File: config.mk
export PLATFORM = sky130hd
export DESIGN_NAME = ntt_in_receiver
export DESIGN_NICKNAME = d
export VERILOG_FILES = /design/src/rtl/ntt_pkg.sv /design/src/rtl/ntt_rx_bank.sv /design/src/rtl/ntt_in_receiver.sv
export SDC_FILE = /design/constraint.sdc
export NUM_CORES = 1
export LEC_CHECK = 0
export CAP_MARGIN = 20
export CORE_UTILIZATION = 60
export CTS_CLUSTER_DIAMETER = 60
export DETAILED_ROUTE_END_ITERATION = 12
export PLACE_DENSITY = 0.74
export SLEW_MARGIN = 20
export SYNTH_ARGS = -nofsm -noshare
export SYNTH_HDL_FRONTEND = slang
export SYNTH_HIERARCHICAL = 1
export SYNTH_SLANG_ARGS = --single-unit
File: constraint.sdc
create_clock -name clk1 -period 8.3 [get_ports clk1]
set_input_delay 1.66 -clock clk1 [delete_from_list [all_inputs] [get_ports clk1]]
set_output_delay 1.66 -clock clk1 [all_outputs]
set_load 0.1 [all_outputs]
File: src/rtl/ntt_pkg.sv
// Shared constants, FSM state types and index helper for the NTT input receiver.
package ntt_pkg;

  localparam int N_COEF = 128;
  localparam int N_BEAT = 16;
  localparam int COEF_W = 4;
  localparam int OUT_W  = 16;

  typedef enum logic [1:0] {
    W_IDLE = 2'd0,
    W_FILL = 2'd1,
    W_DROP = 2'd2
  } wr_state_t;

  typedef enum logic {
    R_IDLE   = 1'b0,
    R_STREAM = 1'b1
  } rd_state_t;

  function automatic logic [6:0] bitrev7(input logic [6:0] v);
    logic [6:0] r;
    for (int i = 0; i < 7; i++) r[i] = v[6-i];
    return r;
  endfunction

endpackage

File: src/rtl/ntt_rx_bank.sv
// One frame buffer: 16 beats of 32 bits, written per beat, read per 4-bit coefficient.
module ntt_rx_bank
  import ntt_pkg::*;
(
  input  logic              clk1,
  input  logic              we,
  input  logic [3:0]        waddr,
  input  logic [31:0]       wdata,
  input  logic [6:0]        ridx,
  output logic [COEF_W-1:0] rdata
);

  logic [31:0] mem [N_BEAT];
  logic [31:0] word;

  always_ff @(posedge clk1) begin
    if (we) mem[waddr] <= wdata;
  end

  assign word  = mem[ridx[6:3]];
  assign rdata = word[{ridx[2:0], 2'b00} +: COEF_W];

endmodule

File: src/rtl/ntt_in_receiver.sv
// Ping-pong frame receiver: captures 16-beat input frames and replays 128 coefficients.
//   state    | meaning
//   W_IDLE   | waiting for the first beat of a frame
//   W_FILL   | storing beats 2..16 into the write bank
//   W_DROP   | discarding a frame that found no free bank
//   R_IDLE   | one-cycle gap; waiting for the read bank to be full
//   R_STREAM | presenting coefficients of the read bank downstream
module ntt_in_receiver
  import ntt_pkg::*;
#(
  parameter int BIT_REV = 0
) (
  input  logic        clk1,
  input  logic        rst_n,
  input  logic        in_valid,
  input  logic [31:0] in_data,
  output logic        coef_valid,
  input  logic        coef_ready,
  output logic [15:0] coef_data,
  output logic [6:0]  coef_idx,
  output logic        coef_last,
  output logic        frame_err,
  output logic        ovf_err
);

  localparam bit BR = (BIT_REV != 0);

  wr_state_t   wr_state, wr_state_nxt;
  logic [3:0]  wr_cnt, wr_cnt_nxt;
  logic        wr_bank, wr_bank_nxt;
  logic [1:0]  full, full_nxt, full_rel;
  logic        frame_err_nxt, ovf_err_nxt;
  logic [1:0]  bank_we;
  logic [3:0]  bank_waddr;

  rd_state_t   rd_state, rd_state_nxt;
  logic [6:0]  rd_cnt, rd_cnt_nxt;
  logic        rd_bank, rd_bank_nxt;
  logic        release_bank;
  logic        xfer;
  logic        rd_at_last;
  logic [6:0]  map_idx;
  logic [COEF_W-1:0] nib0, nib1, nib;

  assign coef_valid = (rd_state == R_STREAM);
  assign xfer       = coef_valid & coef_ready;
  assign rd_at_last = (rd_cnt == 7'(N_COEF - 1));
  assign map_idx    = BR ? bitrev7(rd_cnt) : rd_cnt;

  always_comb begin
    rd_state_nxt = rd_state;
    rd_cnt_nxt   = rd_cnt;
    rd_bank_nxt  = rd_bank;
    release_bank = 1'b0;
    case (rd_state)
      R_IDLE: begin
        if (full[rd_bank]) begin
          rd_state_nxt = R_STREAM;
          rd_cnt_nxt   = 7'd0;
        end
      end
      R_STREAM: begin
        if (xfer) begin
          rd_cnt_nxt = rd_cnt + 7'd1;
          if (rd_at_last) begin
            release_bank = 1'b1;
            rd_bank_nxt  = ~rd_bank;
            rd_state_nxt = R_IDLE;
          end
        end
      end
      default: rd_state_nxt = R_IDLE;
    endcase
  end

  // A bank freed by this cycle's final transfer is already available to a new frame.
  always_comb begin
    full_rel = full;
    if (release_bank) full_rel[rd_bank] = 1'b0;
  end

  always_comb begin
    wr_state_nxt  = wr_state;
    wr_cnt_nxt    = wr_cnt;
    wr_bank_nxt   = wr_bank;
    full_nxt      = full_rel;
    frame_err_nxt = 1'b0;
    ovf_err_nxt   = 1'b0;
    bank_we       = 2'b00;
    bank_waddr    = wr_cnt;
    case (wr_state)
      W_IDLE: begin
        if (in_valid) begin
          wr_cnt_nxt = 4'd1;
          if (!full_rel[wr_bank]) begin
            bank_we[wr_bank] = 1'b1;
            bank_waddr       = 4'd0;
            wr_state_nxt     = W_FILL;
          end else begin
            ovf_err_nxt  = 1'b1;
            wr_state_nxt = W_DROP;
          end
        end
      end
      W_FILL: begin
        if (in_valid) begin
          bank_we[wr_bank] = 1'b1;
          if (wr_cnt == 4'd15) begin
            full_nxt[wr_bank] = 1'b1;
            wr_bank_nxt       = ~wr_bank;
            wr_cnt_nxt        = 4'd0;
            wr_state_nxt      = W_IDLE;
          end else begin
            wr_cnt_nxt = wr_cnt + 4'd1;
          end
        end else begin
          frame_err_nxt = 1'b1;
          wr_cnt_nxt    = 4'd0;
          wr_state_nxt  = W_IDLE;
        end
      end
      W_DROP: begin
        if (in_valid && wr_cnt != 4'd15) begin
          wr_cnt_nxt = wr_cnt + 4'd1;
        end else begin
          wr_cnt_nxt   = 4'd0;
          wr_state_nxt = W_IDLE;
        end
      end
      default: begin
        wr_cnt_nxt   = 4'd0;
        wr_state_nxt = W_IDLE;
      end
    endcase
  end

  always_ff @(posedge clk1) begin
    if (!rst_n) begin
      wr_state  <= W_IDLE;
      wr_cnt    <= 4'd0;
      wr_bank   <= 1'b0;
      full      <= 2'b00;
      frame_err <= 1'b0;
      ovf_err   <= 1'b0;
      rd_state  <= R_IDLE;
      rd_cnt    <= 7'd0;
      rd_bank   <= 1'b0;
    end else begin
      wr_state  <= wr_state_nxt;
      wr_cnt    <= wr_cnt_nxt;
      wr_bank   <= wr_bank_nxt;
      full      <= full_nxt;
      frame_err <= frame_err_nxt;
      ovf_err   <= ovf_err_nxt;
      rd_state  <= rd_state_nxt;
      rd_cnt    <= rd_cnt_nxt;
      rd_bank   <= rd_bank_nxt;
    end
  end

  ntt_rx_bank u_bank0 (
    .clk1  (clk1),
    .we    (bank_we[0]),
    .waddr (bank_waddr),
    .wdata (in_data),
    .ridx  (map_idx),
    .rdata (nib0)
  );

  ntt_rx_bank u_bank1 (
    .clk1  (clk1),
    .we    (bank_we[1]),
    .waddr (bank_waddr),
    .wdata (in_data),
    .ridx  (map_idx),
    .rdata (nib1)
  );

  assign nib       = rd_bank ? nib1 : nib0;
  assign coef_data = coef_valid ? {{(OUT_W-COEF_W){1'b0}}, nib} : '0;
  assign coef_idx  = coef_valid ? map_idx : 7'd0;
  assign coef_last = coef_valid & rd_at_last;

endmodule

==> impl_metrics.csv <==
group,metric,value,unit
setup_path,worst-path-max-fanout,44,
timing,max_slew.worst_pin.slew,1.21,ns
drt,number_of_design_rule_violations_left_by_the_first_detailed_router_iteration,2392,
placement,dp_cells,2535,
yosys,synth.distinct_cells,43,
grt,grt_start_max_net_pins,91,
yosys,synth.avg_cell_area,24.5,sq um
grt,first_global_vias,19264,
setup_path,startpoint_of_the_most_critical_setup_path,"map_idx[3]",
clock_network,post-cts-setup-buffer-count,0,
yosys,synth-edff-count,1024,
timing,setup_skew_after_layout,0.0212,ns
yosys,yosysSeqAreaShare,77.4,%
clock_network,max-clock-path-buffers,3,
yosys,netlist.top_cell.by_area,"sky130_fd_sc_hd__edfxtp_1",
clock_network,cts.reportedPaths.clkPinSlew,0.06,ns
floorplanning,io_pins,63,
yosys,yosys.area_share.xor_xnor,0.131,%
clock_network,cts_tree,"built",
floorplanning,die-area,68100,sq um
finish,final_design_area_no_fill,45500,sq um
yosys,share_of_flip_flops_with_an_asynchronous_set_or_reset,0,%
clock_network,cts-buffers-inserted,101,
setup_path,data_arrival_time_at_the_worst_slack_endpoint,5.53,ns
timing,fin_hold_ws,0.553,ns
yosys,post_synth_main_area_contributors,"sky130_fd_sc_hd__edfxtp_1, sky130_fd_sc_hd__mux4_2, sky130_fd_sc_hd__dfxtp_1, sky130_fd_sc_hd__buf_4, sky130_fd_sc_hd__clkbuf_1",
yosys,synth_compound_gate_area_share,0.638,%
floorplanning,initial_core_utilization,60.9,%
job,maxCapViolCount,0,
drt,route.antenna.remaining_nets,0,
setup_path,startpoint_type,"register",
timing,timing.fmax,139,MHz
yosys,post_synthesis_adder_cell_area_fraction,0.0871,%
outcome,failed_checks,"design-rule violations",
timing,slew_viol_final,0,
floorplanning,standard_cell_rows,94,
placement,place_area,42200,sq um
timing,unrepaired_setup_endpoints_after_global_routing,"false",
yosys,synth-seq-cells,1044,
placement,routabilityCongestion,0.812,
grt,grt_antenna_before_repair,6,
floorplanning,dieHeight,261,microns
setup_path,setup.worst_path.end_class,"output port",
placement,dpl.hpwl,47700,microns
finish,mostFrequentLayoutCell,"sky130_fd_sc_hd__edfxtp_1",
timing,slew_headroom,19.5,%
outcome,run_status,"finished with violations",
floorplanning,core_area,66100,sq um
clock_network,cts_hold_repair.buffers,0,
power_and_ir_drop,finalPower,10.5,mW
yosys,synthSimpleGateAreaFrac,1.36,%
grt,wire_length_of_the_first_global_routing_pass,133000,microns
timing,finalCriticalPeriod,7.19,ns
setup_path,worst-setup-path-type,"register to output port",
setup_path,r2r-start,"map_idx[3]",
grt,overflow,0,
yosys,synth_top_flop_cell,"sky130_fd_sc_hd__edfxtp_1",
placement,port_bufs,50,
finish,final_instance_count_excl_fillers,2722,
finish,most-common-layout-cells,"sky130_fd_sc_hd__edfxtp_1, sky130_fd_sc_hd__mux4_2, sky130_fd_sc_hd__clkbuf_16",
clock_network,cts_num_sinks,1044,
drt,route.vias.total,18739,
yosys,post_synth_instance_area,40200,sq um
yosys,synth_top_family_by_area,"multiplexers",
min_path,worstHoldPathType,"register to register",
drt,wl_per_cell,33.9,microns
drt,routed_wirelength,92300,microns
timing,fin_crit_sh,86.7,%
yosys,yosysWarningCount,6,
finish,drive_gt1_share,33.3,%
yosys,yosysTopAreaCellShare,76.4,%
setup_path,worst-endpoint-required,6.64,ns
clock_network,clk_latency,0.67,ns
power_and_ir_drop,cellPowerDensity,232,nW/um^2
floorplanning,fp.dieW,261,microns
finish,number_of_nets_in_the_final_layout,1812,
timing,hold_viol,0,
drt,drc,12,
finish,area_growth,13.0,%
yosys,post_synth_mux_area_share,19.2,%
yosys,synth_cells,1642,
power_and_ir_drop,power.leakage,13.6,nW
power_and_ir_drop,vdd.ir_drop.worst,159,uV
clock_network,cts_resized,0,
clock_network,cts_root_buf,"sky130_fd_sc_hd__clkbuf_16",
timing,fin_tns_setup,0,ns
clock_network,htreeDepth,3,
min_path,hold_path.startpoint,"full[1]",
grt,grtUsageTotal,28.1,%
setup_path,worst-r2r-setup-slack,3.32,ns
drt,route.detailed.vias_per_inst,6.88,
drt,length_of_the_first_detailed_routing_pass_in_iterations,10,
timing,final-setup-viol-count,0,
final timing paths:
path / end / cells after the start
max: coef_data[0] / 8
min reg2reg: full[1] / 2
min: full[1] / 2
max reg2reg: u_bank1/mem[1][26] / 8
cells in the mapped netlist (8+ instances only):
library cell and number:
sky130_fd_sc_hd__buf_2 24, sky130_fd_sc_hd__and2_1 9, sky130_fd_sc_hd__o21ai_0 8, sky130_fd_sc_hd__clkbuf_1 37, sky130_fd_sc_hd__edfxtp_1 1024, sky130_fd_sc_hd__buf_1 12
sky130_fd_sc_hd__mux2_2 9, sky130_fd_sc_hd__nor2_1 35, sky130_fd_sc_hd__dfxtp_1 20, sky130_fd_sc_hd__buf_4 19, sky130_fd_sc_hd__mux4_2 336, sky130_fd_sc_hd__nor3_1 10
sky130_fd_sc_hd__nand2_1 9
power by group:
part	switching [mW]	internal, mW
Combinational	0.132	0.0361
Sequential	0.00650	5.80
Clock	1.90	2.66
Total	2.03	8.50
registers in the layout, summed over array words and instances (netlist names):
| name | count |
|---|---|
| u_bank0/mem | 512 |
| u_bank1/mem | 512 |
| map_idx | 7 |
| wr_cnt | 4 |
| full | 2 |
| wr_state | 2 |
| coef_valid | 1 |
| frame_err | 1 |
| ovf_err | 1 |
| rd_bank | 1 |
| wr_bank | 1 |
critical path, cell delays in order, from the launching register on:
cell	delay [ns]
sky130_fd_sc_hd__dfxtp_4	1.02
sky130_fd_sc_hd__buf_4	0.45
sky130_fd_sc_hd__mux4_2	0.56
sky130_fd_sc_hd__mux4_2	0.54
sky130_fd_sc_hd__mux4_2	0.52
sky130_fd_sc_hd__mux2_2	0.28
sky130_fd_sc_hd__mux2i_1	0.39
sky130_fd_sc_hd__nor2b_1	0.10
sky130_fd_sc_hd__clkdlybuf4s50_1	0.98
per-layer routing:
metal	global-route usage, %	vias to the layer above	wire, microns
met2	44.0	1113	44700
li1	-	7366	-
met1	41.0	10085	35400
met3	4.89	171	9490
met5	0	-	21
met4	9.50	4	2710
stage by stage:
step / worst slack, ns / util [%]
2_1_floorplan: 2.52 / -
3_3_place_gp: 1.78 / 63.9
3_5_place_dp: 1.78 / 63.9
4_1_cts: 1.07 / 68.9
5_1_grt: 0.966 / 68.8
6_report: 1.11 / 68.8
logic make-up after synthesis:
logic type / after synthesis
muxes: 350
xor gates and xnor gates: 6
and+or+nand+nor: 105
other: 1
AOI/OAI and AO/OA: 35
DFF: 1044
buffers and inverters: 98
adders and majority gates: 3
cell type report:
| cell class | count | area (sq um) |
|---|---|---|
| Antenna cell | 3 | 7.51 |
| Clock buffer | 123 | 2710 |
| Clock inverter | 61 | 599 |
| Fill cell | 3816 | 20600 |
| Inverter | 6 | 22.5 |
| Multi-Input combinational cell | 511 | 8870 |
| Sequential cell | 1044 | 31200 |
| Tap cell | 864 | 1080 |
| Timing Repair Buffer | 110 | 996 |
No activity file was read; power rests on OpenSTA's default activity.
